===== src/rtl/w5300_tx_sched.sv =====
// Transaction scheduler for the W5300 bus driver: holds the config ROM on the
// buffer port until configuration completes, then round-robins two UDP senders.
module w5300_tx_sched #(
  parameter int ADDR_WIDTH     = 12,
  parameter int DATA_WIDTH     = 12,
  parameter int TIMEOUT_CYCLES = 100000
) (
  input  logic                  clk,
  input  logic                  rst_n,
  input  logic [ADDR_WIDTH-1:0] ent_buf_addr,
  output logic [DATA_WIDTH-1:0] ent_buf_data,
  output logic                  ent_tx_req,
  input  logic                  ent_busy_n,
  input  logic [2:0]            ent_err_code,
  output logic [ADDR_WIDTH-1:0] rom_addr,
  input  logic [DATA_WIDTH-1:0] rom_data,
  input  logic                  src0_req,
  output logic [ADDR_WIDTH-1:0] src0_addr,
  input  logic [DATA_WIDTH-1:0] src0_data,
  output logic                  src0_grant,
  output logic                  src0_done,
  input  logic                  src1_req,
  output logic [ADDR_WIDTH-1:0] src1_addr,
  input  logic [DATA_WIDTH-1:0] src1_data,
  output logic                  src1_grant,
  output logic                  src1_done,
  output logic                  done_ok,
  output logic                  timeout_err,
  output logic [2:0]            state
);

  localparam int CW = $clog2(TIMEOUT_CYCLES + 1);
  localparam logic [CW-1:0] C_LIMIT = CW'(TIMEOUT_CYCLES);

  typedef enum logic [2:0] {
    S_INIT = 3'd0,
    S_IDLE = 3'd1,
    S_REQ  = 3'd2,
    S_BUSY = 3'd3,
    S_DONE = 3'd4
  } state_t;

  typedef enum logic [1:0] {
    SEL_ROM  = 2'd0,
    SEL_SRC0 = 2'd1,
    SEL_SRC1 = 2'd2
  } sel_t;

  state_t          r_state;
  sel_t            r_sel;
  logic            r_last;
  logic [CW-1:0]   r_cnt;
  logic            r_tx_req;
  logic            r_grant0;
  logic            r_grant1;
  logic            r_done0;
  logic            r_done1;
  logic            r_done_ok;
  logic            r_timeout_err;
  logic            w_expired;
  logic            w_pick0;

  assign w_expired = (r_cnt == C_LIMIT);
  // With both requests pending, the source that did not go last wins
  assign w_pick0   = src0_req && (!src1_req || r_last);

  always_ff @(posedge clk or negedge rst_n) begin
    if (!rst_n) begin
      r_state       <= S_INIT;
      r_sel         <= SEL_ROM;
      r_last        <= 1'b1;
      r_cnt         <= '0;
      r_tx_req      <= 1'b0;
      r_grant0      <= 1'b0;
      r_grant1      <= 1'b0;
      r_done0       <= 1'b0;
      r_done1       <= 1'b0;
      r_done_ok     <= 1'b0;
      r_timeout_err <= 1'b0;
    end else begin
      r_done0   <= 1'b0;
      r_done1   <= 1'b0;
      r_done_ok <= 1'b0;
      case (r_state)
        S_INIT: begin
          r_sel <= SEL_ROM;
          if (ent_busy_n) begin
            r_state <= S_IDLE;
            r_cnt   <= '0;
          end else if (w_expired) begin
            r_timeout_err <= 1'b1;
          end else begin
            r_cnt <= r_cnt + 1'b1;
          end
        end
        S_IDLE: begin
          r_cnt <= '0;
          if (w_pick0) begin
            r_grant0 <= 1'b1;
            r_sel    <= SEL_SRC0;
            r_tx_req <= 1'b1;
            r_state  <= S_REQ;
          end else if (src1_req) begin
            r_grant1 <= 1'b1;
            r_sel    <= SEL_SRC1;
            r_tx_req <= 1'b1;
            r_state  <= S_REQ;
          end
        end
        S_REQ: begin
          if (!ent_busy_n) begin
            r_state  <= S_BUSY;
            r_cnt    <= '0;
            r_tx_req <= 1'b0;
          end else if (w_expired) begin
            r_state       <= S_DONE;
            r_tx_req      <= 1'b0;
            r_timeout_err <= 1'b1;
            r_done0       <= r_grant0;
            r_done1       <= r_grant1;
          end else begin
            r_cnt <= r_cnt + 1'b1;
          end
        end
        S_BUSY: begin
          if (ent_busy_n) begin
            r_state   <= S_DONE;
            r_done0   <= r_grant0;
            r_done1   <= r_grant1;
            r_done_ok <= (ent_err_code == 3'd0);
          end else if (w_expired) begin
            r_state       <= S_DONE;
            r_timeout_err <= 1'b1;
            r_done0       <= r_grant0;
            r_done1       <= r_grant1;
          end else begin
            r_cnt <= r_cnt + 1'b1;
          end
        end
        S_DONE: begin
          r_last   <= r_grant1;
          r_grant0 <= 1'b0;
          r_grant1 <= 1'b0;
          r_sel    <= SEL_ROM;
          r_cnt    <= '0;
          r_state  <= S_IDLE;
        end
        default: r_state <= S_INIT;
      endcase
    end
  end

  always_comb begin
    ent_buf_data = rom_data;
    case (r_sel)
      SEL_SRC0: ent_buf_data = src0_data;
      SEL_SRC1: ent_buf_data = src1_data;
      default:  ent_buf_data = rom_data;
    endcase
  end

  assign rom_addr    = ent_buf_addr;
  assign src0_addr   = r_grant0 ? ent_buf_addr : '0;
  assign src1_addr   = r_grant1 ? ent_buf_addr : '0;
  assign ent_tx_req  = r_tx_req;
  assign src0_grant  = r_grant0;
  assign src1_grant  = r_grant1;
  assign src0_done   = r_done0;
  assign src1_done   = r_done1;
  assign done_ok     = r_done_ok;
  assign timeout_err = r_timeout_err;
  assign state       = r_state;

endmodule


===== config.mk =====
export PLATFORM = sky130hd
export DESIGN_NAME = w5300_tx_sched
export DESIGN_NICKNAME = d
export VERILOG_FILES = /design/src/rtl/w5300_tx_sched.sv
export SDC_FILE = /design/constraint.sdc
export NUM_CORES = 1
export LEC_CHECK = 0
export BUFFER_PORTS_ARGS = -buffer_cell sky130_fd_sc_hd__buf_2
export CAP_MARGIN = 40
export CORE_MARGIN = 4
export CORE_UTILIZATION = 49
export CTS_CLUSTER_SIZE = 25
export DETAILED_ROUTE_END_ITERATION = 6
export GPL_ROUTABILITY_DRIVEN = 0
export PLACE_DENSITY = 0.86
export SKIP_CTS_REPAIR_TIMING = 1
export SLEW_MARGIN = 0
export SYNTH_ARGS = -nofsm -noshare
export SYNTH_HDL_FRONTEND = slang
export SYNTH_SLANG_ARGS = --single-unit
export TNS_END_PERCENT = 10

===== constraint.sdc =====
create_clock -name clk -period 2.8 [get_ports clk]
set_input_delay 0.14 -clock clk [delete_from_list [all_inputs] [get_ports clk]]
set_output_delay 0.14 -clock clk [all_outputs]
set_load 0.005 [all_outputs]

======== Word level (Yosys, flattened, before mapping) ========
Index checks and enable logic that the tools add are counted.
cells by class
  multiplexer cells ....................... 41
  equal/unequal tests ..................... 16
  add/subtract/negate cells ............... 1
  reductions and logical operators ........ 20
operator list
  operator               number
  $mux 17                4
  $pmux 17 s4            1
  $mux 12                2
  $pmux 12 s2            1
  $mux 3                 6
  $add 17x1->17 const B  1
  $eq 17x17->1 const B   1
  $mux 1                 17
  $pmux 3 s5             1
  $ne 2x2->1 const B     7
  $pmux 1 s2             6
  $reduce_and 3->1       3
  $reduce_and 2->1       4
  $reduce_bool 2->1      4
  $eq 3x2->1 const B     2
  $logic_not 3->1        2
  $ne 3x3->1 const B     2
  $reduce_or 2->1        3
  $mux 2                 2
  $pmux 2 s2             1
  $reduce_bool 4->1      1
  $eq 3x1->1 const B     1
  $eq 3x3->1 const B     1
  $eq 2x1->1 const B     1
  4 further kinds        4
word-level totals
  logic and storage cells ................. 89
  input bits .............................. 56
  output and inout port bits .............. 58
  flip-flop bits (word level) ............. 30

======== Longest topological paths before layout ========
Gate-level depths: netlist of the first run.
  depth in word-level cells ............... 5
  depth in mapped cells ................... 8
  gate-level depth less buffers ........... 6

======== Worst setup path after synthesis of the first run ========
Ideal clock, no wire load.
  kind .................................... register to register
  from .................................... register r_cnt[0]
  to ...................................... register r_cnt[6]
  buffers on the path ..................... 2
  arrival ................................. 1.779 ns
  cell stages (with the launch flop) ...... 9
  library setup time ...................... 0.079 ns
  setup slack ............................. 0.942 ns
  data required time ...................... 2.721 ns
  clock period less this slack ............ 1.858 ns
  path through ............................ dfrtp_1 > inv_1 > ha_1 > and4b_1 > and4_1 > clkbuf_1 > buf_2 > nor4_1 > mux2i_1
on the way
  cells in the longest elaborated chain, start to end .. 4
  elaborated cells between the ends (all ways) .. 7
  those cells by class .................... add/sub (1); eq/ne (1); mux (5)
RTL lines
  item                                           line          RTL
  start, declared                                52            logic [CW-1:0] r_cnt;
  start signal, assigned                         93            r_cnt <= r_cnt + 1'b1;
  start signal, assigned                         122           r_cnt <= r_cnt + 1'b1;
  start signal, assigned                         137           r_cnt <= r_cnt + 1'b1;
  $add 17x1->17 or $eq 17x17->1 (tied branches)  --
  $mux 17 (*)                                    90, 115, 131
  $mux 17, on equally long branches              126, 111, 87
  $pmux 17 s4 (*)                                84            case (r_state)
Every way passes the cells marked *; elsewhere a longest branch is shown, timed or not. The select of a mux whose other input is x is not followed.
A chain may end at the register's enable or synchronous reset.

======== Worst setup path after layout of the first run ========
  from .................................... register r_cnt[0]
  to ...................................... register r_cnt[14]
The elaborated chain is that of the path after synthesis.

==> results.cfg, run 1 <==
[status]
status = finished, final reports clean

[synth]
ys_seq_elements = 30
synth_top_cell_area_share = 0.3339
synth_cells = 260
synthTopCellsByCount = dfrtp_1 (29), and2_1 (25), o21ai_0 (24), nand2_1 (22), a21oi_1 (17)
synth.largest_area_cell = dfrtp_1
synth_most_common_cell = dfrtp_1
synth_edf_count = 0
synth_ff_type = dfrtp_1
avgSynthCellArea_um2 = 8.359
ys_warn_count = 0
synthArstFlopShare = 1.000
synth.area.top_cells = dfrtp_1 (33%), and2_1 (7.2%), o21ai_0 (5.5%)
seq_area_frac_synth = 0.3460
synth_cell_types = 44
synthesis.area_um2 = 2173
synth_fp_nets = 320

[detailed_routing]
drt_iter0_markers = 125
via_count = 2304
via_per_inst = 5.717
drc = 0
drtAntennaViolNets = 0
wire_per_inst_um = 15.16
drtPass1Iterations = 4
drt-total-wl_um = 6111

[timing]
fin_setup_tns_ns = 0
worstMarginPinSlew_ns = 0.6602
setup_viol = 0
holdWs_ns = 0.08414
rsz0062_at_grt = false
final.min_clock_period_ns = 2.025
fin_skew_ns = 0.005582
final.setup.worst_slack_ns = 0.7753
timing.slew.headroom = 0.5599
fmax_mhz = 493.9
hold_viol = 0
fin_crit_sh = 0.7231
slew_violations = 0

[final_layout]
antennaDiodeCount = 0
final_cells = 403
drive_gt1_frac = 0.3569
area_growth_pct = 25.33
final_util = 0.6573
final_nets = 412

[global_route]
grt_pass1_wl_um = 9204
antenna_found_initial = 0
grt_pass1_vias = 2047
grtUsageTotal = 0.2141
grt_max_degree = 31
grt_remaining_overflow = 0

[clock_tree]
cts.sinks = 30
numCtsBuffers = 5
clkTransAtPathRegs_ns = 0.06
cts_tree = yes
htree_levels = 2
clk-insertion-delay-late_ns = 0.29
cts-root-buf = clkbuf_8
cts_buffer_depth = 2

[die]
num_rows = 23
core-area_um2 = 4144
start_util = 0.5245
die-area_um2 = 5565
ioPinCount = 114
die_w_um = 74.60
die_h_um = 74.60

[place]
io_buffers = 113
dp_hpwl_um = 4684
pre_cts_ws_ns = 0.8132
placed_cells = 394

[job]
maxCapViolations = 0

[setup_path]
crit_start = r_cnt[0]
arrival_ns = 2.22
worstPathMaxFanout = 17
r2r-start = r_cnt[0]
cp-start-kind = flop
critPathCaptureType = flop
required_ns = 3.00
crit_type = reg2reg

[pwr]
leakagePower_nw = 1.294
vdd_drop_max_mv = 0.4363
p_per_area_nw_per_um2 = 733.9

[min_path]
hold_class = in2reg
hp-start = ent_err_code[2]
## final cells by class
cell class                      instances  area, µm²
Sequential cell                        30      752.0
Timing Repair Buffer                  114      575.6
Clock buffer                            7      86.33
Tap cell                               50      62.56
Inverter                                8      30.03
Fill cell                             362       1420
Multi-Input combinational cell        193       1212
Clock inverter                          1      5.005
## flip-flops by register name, indices dropped and copies added (netlist names)
name / cells
src1_done: 1
ent_tx_req: 1
done_ok: 1
state: 3
src0_done: 1
r_last: 1
src1_grant: 1
r_sel: 2
r_cnt: 17
timeout_err: 1
src0_grant: 1
## cells by family after synthesis
group,after synthesis,share of synthesized area
simple gates,107,0.2861
compound gates,73,0.2072
xor+xnor,2,0.008061
buf+inv,37,0.09614
flops,30,0.3460
mux,6,0.02821
fa+ha+maj,5,0.02821
## routing by layer
layer / part of all wire / track usage / wire length (µm)
met2: 0.50 / 0.3834 / 3071
met4: 0.013 / 0.08103 / 82
met1: 0.37 / 0.2447 / 2279
met3: 0.11 / 0.05270 / 677
met5: 0 / 0 / 0
## power by group
group,switching [mW],internal (mW)
clock network,0.165,0.198
logic,0.545,0.423
registers,0.149,0.519
## layout by cell type, fill, tap and decap left out, types with 4 or more instances in the layout
master / netlist / final
a21oi_1: 17 / 17
a22oi_1: 13 / 13
and2_1: 25 / 25
buf_2: 2 / 113
clkbuf_8: 0 / 6
dfrtp_1: 29 / 29
ha_1: 4 / 4
inv_1: 8 / 8
mux2i_1: 5 / 5
nand2_1: 22 / 22
nand3_1: 11 / 11
nand4_1: 5 / 5
nor2_1: 8 / 8
nor4_1: 5 / 5
o21ai_0: 24 / 24
o31ai_1: 9 / 9
or3_1: 4 / 4
or4_1: 9 / 9
## worst paths after layout
check / endpoint / slack [ns] / depth (start not counted)
max: r_cnt[14] / 0.78 / 6
min: done_ok / 0.08 / 3
max reg2reg: r_cnt[14] / 0.78 / 6
min reg2reg: ent_tx_req / 0.48 / 1
max in group asynchronous: r_sel[1] / 1.95 / 2
min in group asynchronous: r_cnt[8] / 0.42 / 2
## stage by stage
stage                     total power [mW]  instance area (µm²)
after global routing                 2.164                 2724
after detailed placement             1.645                 2623
after CTS                            2.011                 2714
after global placement               1.611                 2623
after floorplan                      1.287                 2173
final                                1.999                 2724
## critical path, stage by stage (launching register included)
cell	delay, ns
dfrtp_1	0.38
inv_1	0.07
ha_1	0.20
and4b_1	0.21
and4_1	0.35
or4_1	0.57
a21oi_1	0.17
Note: power is estimated with default switching activity, not from simulation.
==> run 2, diff against run 1 <==
- CORE_UTILIZATION: 49 -> 41
- PLACE_DENSITY: 0.86 -> 0.77
- clock period: 2.8 -> 1.7 ns (I/O delays scaled with it)
==> results.cfg, run 2 (synthesis gave the netlist of run 1 again) <==
[detailed_routing]
drtAntennaViolNets = 0
via_count = 2515
wire_per_inst_um = 15.25
top_layer = met4
drt_iter0_markers = 184
drc = 0
drt-total-wl_um = 7139
met1Wirelength_um = 2892
met3_length_um = 586
wl_met2_um = 3564
via_per_inst = 5.374
drtPass1Iterations = 4

[die]
core-area_um2 = 5107
die_w_um = 80.81
num_rows = 26
die_h_um = 80.81
ioPinCount = 114
die-area_um2 = 6529
start_util = 0.4255

[final_layout]
antennaDiodeCount = 0
drive_gt1_frac = 0.5251
largest_reg_flops = 17
final_cells = 468
final_nets = 457
largest_register = r_cnt
final_common_cell = buf_2
final_cell_mix = buf_2 (113), buf_4 (40), dfrtp_1 (29)
area_growth_pct = 52.73

[place]
placed_cells = 454
io_buffers = 113
dp_hpwl_um = 5090

[status]
status = complete, but fails checks
violations = setup timing

[clock_tree]
clk-insertion-delay-late_ns = 0.29
htree_levels = 2
cts-root-buf = clkbuf_8
numCtsBuffers = 5
clkTransAtPathRegs_ns = 0.06
cts_tree = yes
cts_buffer_depth = 2
cts.sinks = 30

[timing]
setup_viol = 6
final.min_clock_period_ns = 1.807
fin_skew_ns = 0.002853
final.setup.worst_slack_ns = -0.1070
worstMarginPinSlew_ns = 0.6999
hold_viol = 0
fin_crit_sh = 1.063
timing.slew.headroom = 0.5334
fmax_mhz = 553.4
rsz0062_at_grt = true
slew_violations = 0
fin_setup_tns_ns = -0.3510

[global_route]
grt_max_degree = 31
antenna_found_initial = 0
grt_remaining_overflow = 0
grtUsageTotal = 0.1967
grt_pass1_vias = 2276
grt_pass1_wl_um = 10210

[pwr]
p_per_area_nw_per_um2 = 1172
vdd_drop_max_mv = 0.8902
leakagePower_nw = 1.545

[setup_path]
arrival_ns = 2.02
required_ns = 1.91
worstPathMaxFanout = 7
cp-start-kind = flop
critPathCaptureType = flop
crit_type = reg2reg

[min_path]
hold_class = in2reg

[job]
maxCapViolations = 0
[run 2: final timing paths]
kind | startpoint | endpoint | slack [ns] | cells past startpoint
worst max register to register | r_cnt[0] | r_cnt[4] | -0.11 | 6
worst max-delay path | r_cnt[0] | r_cnt[4] | -0.11 | 6
min in group asynchronous | rst_n | r_cnt[7] | 0.40 | 2
worst min-delay path | ent_err_code[2] | done_ok | 0.03 | 3
max in group asynchronous | rst_n | src1_done | 0.85 | 2
worst min register to register | timeout_err | timeout_err | 0.48 | 1
[run 2: final cells by class]
cell class	count	area [µm²]
clock buffers	8	90.09
fillers	417	1788
inverters	8	30.03
multi-input cells	194	1430
flip-flops and latches	30	752.0
well taps	70	87.58
repair buffers	158	929.6
[run 2: critical path, stage by stage (launching register included)]
cell	delay, ns
dfrtp_1	0.38
inv_2	0.06
ha_4	0.14
and4b_1	0.24
and4_4	0.20
or4_4	0.55
a21oi_2	0.15
[run 2: through the flow]
| step | worst slack [ns] | total power, mW | area [µm²] | utilization | hold WS (ns) |
|---|---|---|---|---|---|
| final | -0.1070 | 3.892 | 3319 | 0.6499 | 0.03308 |
| after global routing | -0.1439 | 4.193 | 3319 | 0.6499 | 0.05623 |
| after CTS | -0.2082 | 3.697 | 3057 | 0.5985 | -0.1348 |
| after detailed placement | -0.1930 | 3.100 | 2967 | 0.5808 | 0.1620 |
| after global placement | -0.1236 | 3.037 | 2967 | 0.5808 | 0.1613 |
| after floorplan | -0.1104 | 2.123 | 2180 | - | -0.2106 |
[run 2: per-layer routing]
layer	vias up	track usage
met4	0	0.05405
met2	107	0.3489
met3	8	0.04435
li1	1213	-
met5	-	0
met1	1187	0.2385
[run 2: where the power goes]
group          total, mW  switching (mW)  internal (mW)
Combinational       2.27            1.19           1.08
Clock              0.607           0.277          0.330
Sequential          1.01           0.156          0.856
==> run 3, diff against run 2 <==
- PLACE_DENSITY: 0.77 -> not set
- PLACE_DENSITY_LB_ADDON: not set -> 0.1
==> results.cfg, run 3 (synthesis gave the netlist of run 1 again) <==
[status]
status = complete, but fails checks
violations = setup timing

[setup_path]
critPathCaptureType = flop
required_ns = 1.92
crit_type = reg2reg
arrival_ns = 1.97
worstPathMaxFanout = 7
cp-start-kind = flop

[die]
core-area_um2 = 5107
die_w_um = 80.81
start_util = 0.4255
die_h_um = 80.81
die-area_um2 = 6529
num_rows = 26
ioPinCount = 114

[detailed_routing]
drc = 0
via_per_inst = 5.158
drt_iter0_markers = 131
via_count = 2419
drt-total-wl_um = 6574
wire_per_inst_um = 14.02
drtPass1Iterations = 4
drtAntennaViolNets = 0

[clock_tree]
clkTransAtPathRegs_ns = 0.07
cts-root-buf = clkbuf_8
cts_buffer_depth = 2
numCtsBuffers = 5
htree_levels = 2
clk-insertion-delay-late_ns = 0.29
cts_tree = yes
cts.sinks = 30

[final_layout]
antennaDiodeCount = 0
final_cells = 469
final_cell_mix = buf_2 (113), buf_4 (41), dfrtp_1 (29)
largest_reg_flops = 17
largest_register = r_cnt
ff_latch_area_um2 = 752.0
drive_gt1_frac = 0.4937
final_nets = 458
area_growth_pct = 48.76
final_common_cell = buf_2
nFillCells = 430
multi_input_area_um2 = 1323

[global_route]
grtUsageTotal = 0.1944
grt_max_degree = 31
grt_pass1_wl_um = 10010
antenna_found_initial = 0
grt_pass1_vias = 2172
grt_remaining_overflow = 0

[timing]
worstMarginPinSlew_ns = 0.7142
final.setup.worst_slack_ns = -0.05266
setup_viol = 7
fmax_mhz = 570.6
timing.slew.headroom = 0.5239
holdWs_ns = 0.02349
final.min_clock_period_ns = 1.753
fin_skew_ns = 0.004302
hold_viol = 0
fin_crit_sh = 1.031
slew_violations = 0
rsz0062_at_grt = true

[place]
io_buffers = 113
dp_hpwl_um = 4844
placed_cells = 454
pre_cts_ws_ns = -0.2044

[min_path]
hold_class = in2reg

[job]
maxCapViolations = 0

[pwr]
p_per_area_nw_per_um2 = 1167
pwr-share-seq = 0.262
power_frac_comb = 0.576
p_int_mw = 2.227
switching_share = 0.4098
leakagePower_nw = 1.543
netSwitchingPower_mw = 1.546
vdd_drop_max_mv = 1.029
power.clock.fraction = 0.162
==> run 3: power groups by stage <==
| stage | Clock, mW | Sequential [mW] | Combinational, mW |
|---|---|---|---|
| 2_1_floorplan | 0 | 0.986 | 1.14 |
| 3_3_place_gp | 0 | 0.991 | 2.02 |
| 3_5_place_dp | 0 | 0.995 | 2.03 |
| 4_1_cts | 0.633 | 0.983 | 2.04 |
| 5_1_grt | 0.655 | 1.02 | 2.44 |
| 6_report | 0.610 | 0.989 | 2.17 |
==> run 3: cell type report <==
class | count | share of cell area
timing repair buffer | 159 | 0.2926
multi-input combinational | 194 | 0.4091
clock buffer | 6 | 0.02554
sequential | 30 | 0.2326
inverter | 8 | 0.009288
tap | 70 | 0.02709
clock inverter | 2 | 0.003870
==> run 3: final timing paths <==
| check | from | end | slack (ns) | cells after the start |
|---|---|---|---|---|
| max in group asynchronous | rst_n | r_cnt[16] | 0.86 | 2 |
| min | ent_err_code[2] | done_ok | 0.02 | 3 |
| max reg2reg | r_cnt[0] | r_cnt[15] | -0.05 | 6 |
| min reg2reg | ent_tx_req | ent_tx_req | 0.47 | 1 |
| min in group asynchronous | rst_n | r_cnt[13] | 0.38 | 2 |
| max | r_cnt[0] | r_cnt[15] | -0.05 | 6 |
==> run 3: layer usage <==
metal  vias up  GRT usage  share of wire  wire (µm)
met2        82     0.3095           0.48       3179
met5         -          0              0          0
li1       1220          -              -          -
met4         0    0.05574          0.014         89
met1      1106     0.2573           0.42       2733
met3        11    0.05543          0.087        571
==> run 3: worst max-delay path, cell delays in order, from the launching register on <==
cell     delay [ns]
dfrtp_1        0.37
buf_4          0.13
nand3_1        0.11
a221o_2        0.39
buf_4          0.16
or4_4          0.41
a21oi_2        0.12
==> run 3: metrics by stage <==
| step | total power [mW] | instance area [µm²] | setup TNS, ns | util |
|---|---|---|---|---|
| after floorplan | 2.123 | 2180 | -0.5815 | - |
| after CTS | 3.655 | 3062 | -2.433 | 0.5995 |
| after detailed placement | 3.029 | 2967 | -1.754 | 0.5808 |
| final | 3.773 | 3233 | -0.2130 | 0.6330 |
| after global placement | 3.006 | 2967 | -0.9901 | 0.5808 |
| after global routing | 4.118 | 3233 | -1.033 | 0.6330 |
